<file path="src/rtl/gpio_responder_if.sv">
// Processor data-bus view of the GPIO slave: word address, select,
// write strobe, write data and combinational read data.
interface gpio_responder_if #(
    parameter int DW = 32
);
    logic [2:0]    addr;
    logic          sel;
    logic          we;
    logic [DW-1:0] wd;
    logic [DW-1:0] rd;

    modport master (output addr, sel, we, wd, input rd);
    modport slave  (input addr, sel, we, wd, output rd);
endinterface

</file>
<file path="src/rtl/gpio_responder.sv">
// Memory-mapped GPIO: synchronized inputs, R/W outputs, sticky W1C
// change flags with per-port enables driving a registered level irq.
module gpio_responder #(
    parameter int DW          = 32,
    parameter int SYNC_STAGES = 2
) (
    input  logic          Clk,
    input  logic          Rst,
    gpio_responder_if.slave bus,
    input  logic [DW-1:0] gpi1,
    input  logic [DW-1:0] gpi2,
    output logic [DW-1:0] gpo1,
    output logic [DW-1:0] gpo2,
    output logic          irq
);
    localparam int WMAX = SYNC_STAGES + 1;

    logic [DW-1:0] r_s1 [SYNC_STAGES];
    logic [DW-1:0] r_s2 [SYNC_STAGES];
    logic [DW-1:0] r_h1;
    logic [DW-1:0] r_h2;
    logic [DW-1:0] r_gpo1;
    logic [DW-1:0] r_gpo2;
    logic [1:0]    r_chg;
    logic [1:0]    r_ien;
    logic [2:0]    r_warm;
    logic          r_irq;

    logic [DW-1:0] w_g1;
    logic [DW-1:0] w_g2;
    logic [DW-1:0] w_rd;
    logic          w_wr;
    logic          w_warm;
    logic [1:0]    w_set;
    logic [1:0]    w_clr;
    logic [1:0]    w_chg;

    assign w_g1   = r_s1[SYNC_STAGES-1];
    assign w_g2   = r_s2[SYNC_STAGES-1];
    assign w_wr   = bus.sel & bus.we;
    assign w_warm = (r_warm == 3'(WMAX));

    // Flags stay quiet until the chain and history hold post-reset data
    assign w_set = w_warm ? {w_g2 != r_h2, w_g1 != r_h1} : 2'b00;
    assign w_clr = (w_wr && bus.addr == 3'd4) ? bus.wd[1:0] : 2'b00;
    assign w_chg = (r_chg & ~w_clr) | w_set;

    always_ff @(posedge Clk or negedge Rst) begin
        if (!Rst) begin
            for (int i = 0; i < SYNC_STAGES; i++) begin
                r_s1[i] <= '0;
                r_s2[i] <= '0;
            end
            r_h1   <= '0;
            r_h2   <= '0;
            r_gpo1 <= '0;
            r_gpo2 <= '0;
            r_chg  <= '0;
            r_ien  <= '0;
            r_warm <= '0;
            r_irq  <= 1'b0;
        end else begin
            r_s1[0] <= gpi1;
            r_s2[0] <= gpi2;
            for (int i = 1; i < SYNC_STAGES; i++) begin
                r_s1[i] <= r_s1[i-1];
                r_s2[i] <= r_s2[i-1];
            end
            r_h1   <= w_g1;
            r_h2   <= w_g2;
            r_warm <= w_warm ? r_warm : r_warm + 3'd1;
            r_chg  <= w_chg;
            r_irq  <= |(r_chg & r_ien);
            if (w_wr) begin
                case (bus.addr)
                    3'd2:    r_gpo1 <= bus.wd;
                    3'd3:    r_gpo2 <= bus.wd;
                    3'd5:    r_ien  <= bus.wd[1:0];
                    default: ;
                endcase
            end
        end
    end

    always_comb begin
        w_rd = '0;
        if (bus.sel) begin
            case (bus.addr)
                3'd0:    w_rd = w_g1;
                3'd1:    w_rd = w_g2;
                3'd2:    w_rd = r_gpo1;
                3'd3:    w_rd = r_gpo2;
                3'd4:    w_rd = {{(DW-2){1'b0}}, r_chg};
                3'd5:    w_rd = {{(DW-2){1'b0}}, r_ien};
                default: w_rd = '0;
            endcase
        end
    end

    assign bus.rd = w_rd;
    assign gpo1   = r_gpo1;
    assign gpo2   = r_gpo2;
    assign irq    = r_irq;
endmodule

</file>
<file path="src/flat_wrapper.sv">
// flat-port wrapper written by rule: the top's interface ports become plain ports
module gpio_responder_flat 
#(
    parameter int DW          = 32,
    parameter int SYNC_STAGES = 2
)
  (Clk, Rst, gpi1, gpi2, gpo1, gpo2, irq, bus_addr, bus_sel, bus_we, bus_wd, bus_rd);
  gpio_responder_if #(.DW(DW)) bus_i ();
  input  logic Clk;
  input  logic Rst;
  input  logic [DW-1:0] gpi1;
  input  logic [DW-1:0] gpi2;
  output logic [DW-1:0] gpo1;
  output logic [DW-1:0] gpo2;
  output logic irq;
  input wire logic [$bits(bus_i.addr)-1:0] bus_addr;
  input wire logic [$bits(bus_i.sel)-1:0] bus_sel;
  input wire logic [$bits(bus_i.we)-1:0] bus_we;
  input wire logic [$bits(bus_i.wd)-1:0] bus_wd;
  output wire logic [$bits(bus_i.rd)-1:0] bus_rd;
  assign bus_i.addr = bus_addr;
  assign bus_i.sel = bus_sel;
  assign bus_i.we = bus_we;
  assign bus_i.wd = bus_wd;
  assign bus_rd = bus_i.rd;
  gpio_responder #(.DW(DW), .SYNC_STAGES(SYNC_STAGES)) u_core (.Clk(Clk), .Rst(Rst), .bus(bus_i), .gpi1(gpi1), .gpi2(gpi2), .gpo1(gpo1), .gpo2(gpo2), .irq(irq));
endmodule
</file>
<file path="config.mk">
export PLATFORM = sky130hd
export DESIGN_NAME = gpio_responder_flat
export DESIGN_NICKNAME = d
export VERILOG_FILES = /design/src/rtl/gpio_responder_if.sv /design/src/rtl/gpio_responder.sv /design/src/flat_wrapper.sv
export SDC_FILE = /design/constraint.sdc
export NUM_CORES = 1
export LEC_CHECK = 0
export CORE_AREA = 2 2 146 148
export CTS_BUF_LIST = sky130_fd_sc_hd__clkbuf_4 sky130_fd_sc_hd__clkbuf_8
export DETAILED_ROUTE_END_ITERATION = 8
export DIE_AREA = 0 0 148 150
export PLACE_DENSITY = 0.71
export SETUP_SLACK_MARGIN = 0.5
export SYNTH_ARGS = -nofsm -noshare
export SYNTH_HDL_FRONTEND = slang
export SYNTH_SLANG_ARGS = --single-unit
</file>
<file path="constraint.sdc">
create_clock -name Clk -period 2.7 [get_ports Clk]
set_input_delay 0.54 -clock Clk [delete_from_list [all_inputs] [get_ports Clk]]
set_output_delay 0.54 -clock Clk [all_outputs]
set_load 0.05 [all_outputs]
</file>
==> flow_summary.json, run 1 <==
{
  "hold_violations": 0,
  "start_util_pct": 43.9,
  "drt_first_pass_iters": 4,
  "r2r_cells": 6,
  "tightest_slew_ns": 0.703,
  "io_buffers": 199,
  "numCtsBuffers": 43,
  "clock_latency_ns": 0.53,
  "wl_per_cell_um": 19.9,
  "final.period_utilization_pct": 89.5,
  "syn2layout_area_growth_pct": 53.2,
  "relSlewSlack_pct": 53.1,
  "post-route-min-period_ns": 2.42,
  "pin_count": 200,
  "grt_usage_pct": 21.2,
  "p_leak_uw": 0.00578,
  "max_freq_mhz": 414,
  "grt_pass1_wl_mm": 36.3,
  "grt-ovfl-total": 0,
  "synth_edf_count": 0,
  "cts.sinks": 264,
  "outcome": "complete, no violations",
  "drt_iter0_drc": 234,
  "die_h_um": 150,
  "required_ns": 2.16,
  "syn_avg_cell_area_um2": 16.1,
  "syn_area_um2": 9080,
  "drc": 0,
  "setup_viol": 0,
  "rrSetupSlack_ns": 0.94,
  "die_w_um": 148,
  "synthArstFlopShare_pct": 100,
  "synth_cell_types": 28,
  "cp-end-kind": "primary output",
  "utilization_pct": 67.2,
  "syn_nets": 668,
  "cts_buffer_depth": 3,
  "cts_tree": "built",
  "fp.coreArea_um2": 20700,
  "power_uw": 10500,
  "synth_seq_cells": 264,
  "detail-route-antenna-nets": 0,
  "reg2reg_to": "u_core.r_chg[0]",
  "netlist_instances": 563,
  "grt_max_degree": 92,
  "seq_area_frac_synth_pct": 72.7,
  "arrival_ns": 1.88,
  "critPathKind": "reg -> out",
  "drv_slew": 0,
  "num_rows": 53,
  "reg2reg_from": "u_core.w_g1[0]",
  "routed_via_density": 4.99,
  "yosys_warnings": 0,
  "cap_viol_max_count": 0,
  "htreeDepth": 2,
  "gp_congestion": 0.773,
  "skew_ns": 0.0164,
  "layout.nets": 964,
  "dr_total_vias": 5799,
  "irDropWorstVdd_v": 0.000492,
  "crit_fanout": 2,
  "rsz0062_at_grt": "true",
  "cts-root-buf": "clkbuf_8",
  "dieArea_um2": 22200,
  "dp.final_hpwl_mm": 15.6,
  "hold_class": "in -> async",
  "clk_pin_slew_worst_paths_ns": 0.07,
  "diodes": 0,
  "antenna_found_initial": 0,
  "grt_pass1_vias": 6495,
  "layout_commonest_cell": "dfrtp_1",
  "synth_ff_type": "dfrtp_1",
  "wirelength_mm": 23.1,
  "crit_path_start_kind": "flop",
  "powerDensity_nw_per_um2": 752,
  "drive_gt1_share_pct": 37.6,
  "mostFrequentLayoutCells": "dfrtp_1, clkdlybuf4s50_1, dlygate4sd2_1, xnor2_1, mux2_2"
}
## repair_timing
item                                    in CTS  in global routing
hold buffers                                 0                  0
resized for setup                          145                 18
pin swaps                                   46                 31
endpoints found under the setup margin      97                 32
hold endpoints to repair                     0                  0
setup buffers                               19                  8
cloned                                       4                  1
## kinds of logic after synthesis
kind of cell | after synthesis | share of synthesized area (%)
buffers and inverters | 25 | 1.78
and+or+nand+nor | 39 | 2.81
DFF | 264 | 72.7
xor gates and xnor gates | 65 | 6.27
AOI/OAI and AO/OA | 96 | 7.14
muxes | 72 | 9.00
adders and majority gates | 2 | 0.275
## report_power, final
part           leakage [uW]  switching, uW  internal (uW)  total [uW]
clock              0.000463           1470           2040        3500
sequential          0.00311            297           4340        4640
combinational       0.00221           1450            867        2310
## registers in the layout, summed over array words and instances, names as in the netlist
register / cells
u_core.w_g2: 32
u_core.r_warm: 3
u_core.gpo1: 32
u_core.w_g1: 32
u_core.irq: 1
u_core.r_h2: 32
u_core.r_ien: 2
u_core.r_h1: 32
u_core.gpo2: 32
u_core.r_s2: 32
u_core.r_chg: 2
u_core.r_s1: 32
## cell usage after synthesis (2+ instances only)
| cell type | count | share of area, % |
|---|---|---|
| ha_1 | 2 | 0.28 |
| mux2_1 | 4 | 0.50 |
| mux2_2 | 63 | 7.8 |
| nand2_1 | 7 | 0.29 |
| buf_6 | 7 | 0.87 |
| o22ai_1 | 2 | 0.14 |
| nor3_4 | 2 | 0.36 |
| a21oi_1 | 30 | 1.7 |
| a22oi_1 | 60 | 5.0 |
| dfrtp_1 | 264 | 73 |
| mux2i_1 | 4 | 0.44 |
| nor2_1 | 2 | 0.083 |
| xnor2_1 | 65 | 6.3 |
| nand4_1 | 16 | 1.1 |
| a22o_1 | 3 | 0.29 |
| nor3_1 | 2 | 0.11 |
| nor4_1 | 4 | 0.28 |
| inv_1 | 3 | 0.12 |
| buf_2 | 12 | 0.66 |
| clkbuf_1 | 3 | 0.12 |
## critical path: stages (launching register included)
cell and delay, ns:
dfrtp_1 0.41, mux4_2 0.48, inv_2 0.07, o22ai_2 0.07
and2_4 0.17, buf_6 0.15
## area by class of cell
cell class | count | area [um^2]
clock buffer | 62 | 778
tap | 275 | 344
fill | 1447 | 6780
clock inverter | 10 | 108
inverter | 3 | 11.3
timing repair buffer | 273 | 3130
multi-input combinational | 274 | 2930
sequential | 264 | 6610
## layer usage
metal	up-vias	global-route usage [%]	routed length [um]	part of all wire [%]
met3	29	4.76	1250	5.4
li1	2602	-	-	-
met2	187	34.5	11600	50
met1	2981	28.9	9990	43
met5	-	0	0	0
met4	0	6.10	317	1.4
## metrics by stage
step                cell area (um^2)  hold WS (ns)  TNS, ns  setup WS, ns  std cells
floorplan                       9420         0.244        0         0.527        563
global placement               12400         0.332    -2.95        -0.151       1057
detailed placement             12400         0.335    -3.39        -0.177       1057
CTS                            13700        0.0364        0         0.291       1152
global route                   13900        0.0659        0         0.201       1161
finish                         13900        0.0387        0         0.285       1161
## worst max-delay path by stage
stage,from,to,cells after the start
finish,u_core.w_g1[0],bus_rd[0],5
global placement,bus_addr[1],bus_rd[5],8
floorplan,bus_addr[1],bus_rd[10],4
CTS,u_core.gpo2[0],bus_rd[0],5
detailed placement,bus_addr[1],bus_rd[5],8
global route,u_core.gpo2[0],bus_rd[0],5
(Power assumes the default switching activity.)
==> run 2: changes to the inputs <==
--- a/config.mk
+++ b/config.mk
@@ -10,6 +10,7 @@
 export DETAILED_ROUTE_END_ITERATION = 8
 export DIE_AREA = 0 0 148 150
 export PLACE_DENSITY = 0.71
+export REMOVE_ABC_BUFFERS = 1
 export SETUP_SLACK_MARGIN = 0.5
 export SYNTH_ARGS = -nofsm -noshare
 export SYNTH_HDL_FRONTEND = slang
==> run 2 against run 1 <==
First-iteration DRC count is 15% lower. Clock skew is 0.0087 ns lower. Combinational power is 5% lower. Final cell count is 3.0% lower. Wire length is 2.4% lower. Register-to-register slack worse by 0.09 ns. Clock-buffer cell count is 1 higher. Design area is 5.4% lower. Critical path depth stayed put.
==> flow_summary.json, run 2 (synthesis results as in run 1) <==
{
  "p_leak_uw": 0.00552,
  "wirelength_mm": 22.6,
  "multiInputGateArea_um2": 2640,
  "outcome": "complete, no violations",
  "fillCellCount": 1559,
  "grt_pass1_wl_mm": 35.8,
  "htreeDepth": 2,
  "timing.hold.ws_ns": 0.342,
  "startpoint": "u_core.gpo1[0]",
  "grt_max_degree": 77,
  "arrival_ns": 1.83,
  "dieArea_um2": 22200,
  "relSlewSlack_pct": 59.0,
  "slowest_delay_ns": 0.48,
  "required_ns": 2.16,
  "layout.nets": 929,
  "mostFrequentLayoutCells": "dfrtp_1, clkdlybuf4s50_1, xnor2_1, dlygate4sd2_1, mux2_2",
  "cp-end-kind": "primary output",
  "fin_cells": 1126,
  "cts-root-buf": "clkbuf_8",
  "holdCritStartpoint": "u_core.r_s1[57]",
  "utilization_pct": 63.6,
  "grt_usage_pct": 21.1,
  "dr_total_vias": 5625,
  "num_rows": 53,
  "final.period_utilization_pct": 87.7,
  "numCtsBuffers": 43,
  "fp.coreArea_um2": 20700,
  "drt_first_pass_iters": 4,
  "irDropWorstVdd_v": 0.000545,
  "cp_top_family": "multiplexers",
  "path_cells": "mux4_2, inv_2, o22ai_2, and2_4, buf_6",
  "dp.final_hpwl_mm": 14.7,
  "setup_viol": 0,
  "drt_iter0_drc": 200,
  "cts_buffer_depth": 3,
  "clk_pin_slew_worst_paths_ns": 0.06,
  "skew_ns": 0.00762,
  "die_h_um": 150,
  "hold_violations": 0,
  "start_util_pct": 43.9,
  "wl_met1_mm": 9.48,
  "layout_commonest_cell": "dfrtp_1",
  "syn2layout_area_growth_pct": 45.0,
  "gp_congestion": 0.765,
  "final-seq-area_um2": 6610,
  "cts.sinks": 264,
  "routed_via_density": 5.00,
  "reg2reg_from": "u_core.w_g2[24]",
  "crit_path_start_kind": "flop",
  "hold_class": "reg -> reg",
  "cap_viol_max_count": 0,
  "powerDensity_nw_per_um2": 772,
  "grt_pass1_vias": 6458,
  "wl_per_cell_um": 20.0,
  "cp_slowest_cell": "mux4_2",
  "io_buffers": 199,
  "clock_latency_ns": 0.53,
  "place_inst": 1039,
  "max_freq_mhz": 422,
  "top_layer": "met4",
  "tightest_slew_ns": 0.610,
  "drv_slew": 0,
  "detail-route-antenna-nets": 0,
  "cts_tree": "built",
  "antenna_found_initial": 1,
  "drive_gt1_share_pct": 33.4,
  "path_buf_inv": 2,
  "critPathKind": "reg -> out",
  "wl_met3_mm": 1.29,
  "drc": 0,
  "pin_count": 200,
  "power_uw": 10200,
  "pre_cts_ws_ns": -0.138,
  "met2_length_mm": 11.3,
  "rsz0062_at_grt": "true",
  "die_w_um": 148,
  "crit_fanout": 3,
  "post-route-min-period_ns": 2.37,
  "grt-ovfl-total": 0,
  "setup_slack_ns": 0.331
}
==> run 2: cell count changes in the layout (fill, tap and decap cells not counted), moves of 3 or more <==
cell / previous run / this run
buf_8: 5 / 2
buf_4: 39 / 20
buf_6: 15 / 7
a21oi_2: 0 / 30
a21oi_4: 30 / 0
buf_12: 47 / 41
a22oi_1: 19 / 29
a22oi_2: 41 / 31
==> run 2: cell type report <==
cell class	count	area share, %
flip-flops and latches	264	50.2
repair buffers	238	20.7
multi-input cells	274	20.0
clock buffers	63	6.06
well taps	275	2.61
clock inverters	8	0.323
inverters	3	0.0855
diodes	1	0.0190
==> run 2: power breakdown <==
part / leakage, uW / switching, uW / internal [uW]
Clock: 0.000452 / 1470 / 1880
Sequential: 0.00311 / 279 / 4340
Combinational: 0.00196 / 1390 / 798
Total: 0.00552 / 3140 / 7020
==> run 2: repair_timing <==
item                                    CTS  global route
cloned                                    3             0
pin swaps                                62            31
endpoints found under the setup margin   97            32
hold endpoints to repair                  2             0
buffers inserted                         11             0
hold buffers                              1             0
resized for setup                       154             3
==> run 2: worst paths after layout <==
| path | end | slack (ns) | cells past startpoint |
|---|---|---|---|
| worst max register to register | u_core.r_chg[1] | 0.85 | 5 |
| worst min register to register | u_core.w_g1[25] | 0.34 | 0 |
| worst max-delay path | bus_rd[0] | 0.33 | 5 |
| worst min-delay path | u_core.w_g1[25] | 0.34 | 0 |
| max in group asynchronous | u_core.w_g2[29] | 1.37 | 3 |
| min in group asynchronous | u_core.r_s1[54] | 0.59 | 2 |
==> run 2: per-layer routing <==
metal	vias to the layer above	global-route usage, %
met4	0	6.29
met3	42	5.37
li1	2518	-
met5	-	0
met1	2894	27.3
met2	171	35.6
==> run 2: through the flow <==
| stage | TNS, ns | instance area (um^2) |
|---|---|---|
| 4_1_cts | 0 | 13200 |
| 2_1_floorplan | -35.20 | 8930 |
| 3_3_place_gp | -1.76 | 11900 |
| 5_1_grt | 0 | 13200 |
| 3_5_place_dp | -2.48 | 11900 |
| 6_report | 0 | 13200 |
==> run 3: changes to the inputs <==
--- a/config.mk
+++ b/config.mk
@@ -5,11 +5,11 @@
 export SDC_FILE = /design/constraint.sdc
 export NUM_CORES = 1
 export LEC_CHECK = 0
-export CORE_AREA = 2 2 146 148
+export CORE_AREA = 2 2 177 179
 export CTS_BUF_LIST = sky130_fd_sc_hd__clkbuf_4 sky130_fd_sc_hd__clkbuf_8
 export DETAILED_ROUTE_END_ITERATION = 8
-export DIE_AREA = 0 0 148 150
-export PLACE_DENSITY = 0.71
+export DIE_AREA = 0 0 179 181
+export PLACE_DENSITY = 0.61
 export REMOVE_ABC_BUFFERS = 1
 export SETUP_SLACK_MARGIN = 0.5
 export SYNTH_ARGS = -nofsm -noshare
==> run 3 against run 2 <==
Sequential power is essentially flat. Largest cell class unchanged. Global-route usage shrank 5.6 points. Clock skew grew 0.019 ns. Final cell count grew 14%. Fmax shrank 1.3%. Critical endpoint unchanged. Wire length grew 7.6%. Combinational power grew 4%. Via count is essentially flat. First-iteration DRC count grew 12%. Clock-buffer cell count grew 12. Design area grew 7.0%.
==> flow_summary.json, run 3 (synthesis results as in run 1) <==
{
  "outcome": "complete, no violations",
  "drive_gt1_share_pct": 37.6,
  "path_buf_inv": 2,
  "antenna_found_initial": 1,
  "num_rows": 64,
  "p_leak_uw": 0.00583,
  "cts_tree": "built",
  "path_cells": "mux4_2, inv_2, o22ai_2, and2_4, buf_6",
  "fp.coreArea_um2": 30300,
  "power.clock.fraction_pct": 35.4,
  "fin_tns_setup_ns": 0,
  "routed_via_density": 4.39,
  "final.period_utilization_pct": 88.9,
  "seqPwrFrac_pct": 43.3,
  "hold_class": "reg -> reg",
  "dp.final_hpwl_mm": 16.0,
  "hold_violations": 0,
  "cts.sinks": 264,
  "critPathKind": "reg -> out",
  "cts_buffer_depth": 3,
  "post-route-min-period_ns": 2.40,
  "place_inst": 1167,
  "io_buffers": 199,
  "crit_path_end": "bus_rd[0]",
  "cap_viol_max_count": 0,
  "relSlewSlack_pct": 62.1,
  "startpoint": "u_core.gpo2[0]",
  "start_util_pct": 29.9,
  "grt-ovfl-total": 0,
  "pre_cts_ws_ns": -0.233,
  "mostFrequentLayoutCells": "dfrtp_1, clkdlybuf4s50_1, xnor2_1, dlygate4sd2_1",
  "power_uw": 10700,
  "utilization_pct": 46.4,
  "reg2reg_from": "u_core.w_g2[10]",
  "grt_usage_pct": 15.6,
  "htreeDepth": 2,
  "pin_count": 200,
  "syn2layout_area_growth_pct": 55.1,
  "setup_slack_ns": 0.300,
  "crit_cells": 5,
  "setup_viol": 0,
  "grt_pass1_wl_mm": 37.8,
  "irDropWorstVdd_v": 0.000420,
  "die_w_um": 179,
  "layout.nets": 954,
  "clk_pin_slew_worst_paths_ns": 0.07,
  "wl_per_cell_um": 18.9,
  "reg2reg_to": "u_core.r_chg[1]",
  "layout_commonest_cell": "dfrtp_1",
  "p_sw_uw": 3270,
  "die_h_um": 181,
  "slowest_delay_ns": 0.48,
  "tightest_slew_ns": 0.563,
  "powerDensity_nw_per_um2": 760,
  "skew_ns": 0.0265,
  "cp-end-kind": "primary output",
  "wirelength_mm": 24.3,
  "rrSetupSlack_ns": 0.85,
  "crit_path_start_kind": "flop",
  "clock_latency_ns": 0.55,
  "intPower_uw": 7440,
  "drv_slew": 0,
  "cp_top_family": "multiplexers",
  "cts-root-buf": "clkbuf_8",
  "drt_iter0_drc": 224,
  "combPwrFrac_pct": 21.3,
  "drt_first_pass_iters": 6,
  "max_freq_mhz": 417,
  "dieArea_um2": 32400,
  "detail-route-antenna-nets": 0,
  "fin_cells": 1282,
  "rsz0062_at_grt": "true",
  "drc": 0,
  "dr_total_vias": 5626,
  "arrival_ns": 1.86,
  "crit_fanout": 2,
  "numCtsBuffers": 45,
  "gp_congestion": 0.797,
  "grt_max_degree": 79,
  "p_sw_share_pct": 30.5,
  "grt_pass1_vias": 6340,
  "cp_slowest_cell": "mux4_2",
  "r2r_cells": 5,
  "required_ns": 2.16
}
## run 3: layout make-up
cell class | instances | area, um^2
flip-flops and latches | 264 | 6610
fillers | 2640 | 16300
inverters | 3 | 11.3
well taps | 396 | 495
clock buffers | 75 | 957
diodes | 1 | 2.50
repair buffers | 261 | 3190
multi-input cells | 274 | 2780
clock inverters | 8 | 42.5
## run 3: worst min path at each step
stage	end	start	slack [ns]	depth (start not counted)
after floorplan	u_core.gpo1[0]	Rst	0.24	0
after global placement	u_core.w_g1[8]	u_core.r_s1[40]	0.33	0
after detailed placement	u_core.w_g1[10]	u_core.r_s1[42]	0.33	0
after CTS	u_core.w_g2[26]	u_core.r_s2[58]	0.34	0
after global routing	u_core.w_g1[17]	u_core.r_s1[49]	0.35	0
final	u_core.w_g2[26]	u_core.r_s2[58]	0.33	0
## run 3: metrics by stage
step           instance area, um^2  hold WS (ns)
3_5_place_dp                 12200         0.335
2_1_floorplan                 8930         0.244
5_1_grt                      14100         0.347
4_1_cts                      14000         0.338
6_report                     14100         0.333
3_3_place_gp                 12200         0.331
## run 3: what timing repair did
| item | 4_1_cts | 5_1_grt |
|---|---|---|
| gates cloned | 6 | 0 |
| setup buffers | 19 | 5 |
| gates resized for setup | 177 | 18 |
| endpoints found under the setup margin | 97 | 32 |
| pin swaps | 44 | 47 |
| hold buffers | 1 | 0 |
| endpoints found under the hold margin | 58 | 0 |
## run 3: layer usage
metal | up-vias | GRT usage [%] | share of wire, %
met1 | 2829 | 20.5 | 43
li1 | 2599 | - | -
met2 | 160 | 25.1 | 49
met3 | 38 | 4.12 | 6.5
met4 | 0 | 4.59 | 1.6
met5 | - | 0 | 0
## run 3: power by group through the flow
stage                     clock, uW  combinational [uW]  sequential [uW]
after floorplan                   0                 495             5430
after CTS                      3940                2290             4630
after global routing           4120                2400             4690
final                          3790                2280             4630
after global placement            0                2290             4690
after detailed placement          0                2300             4690
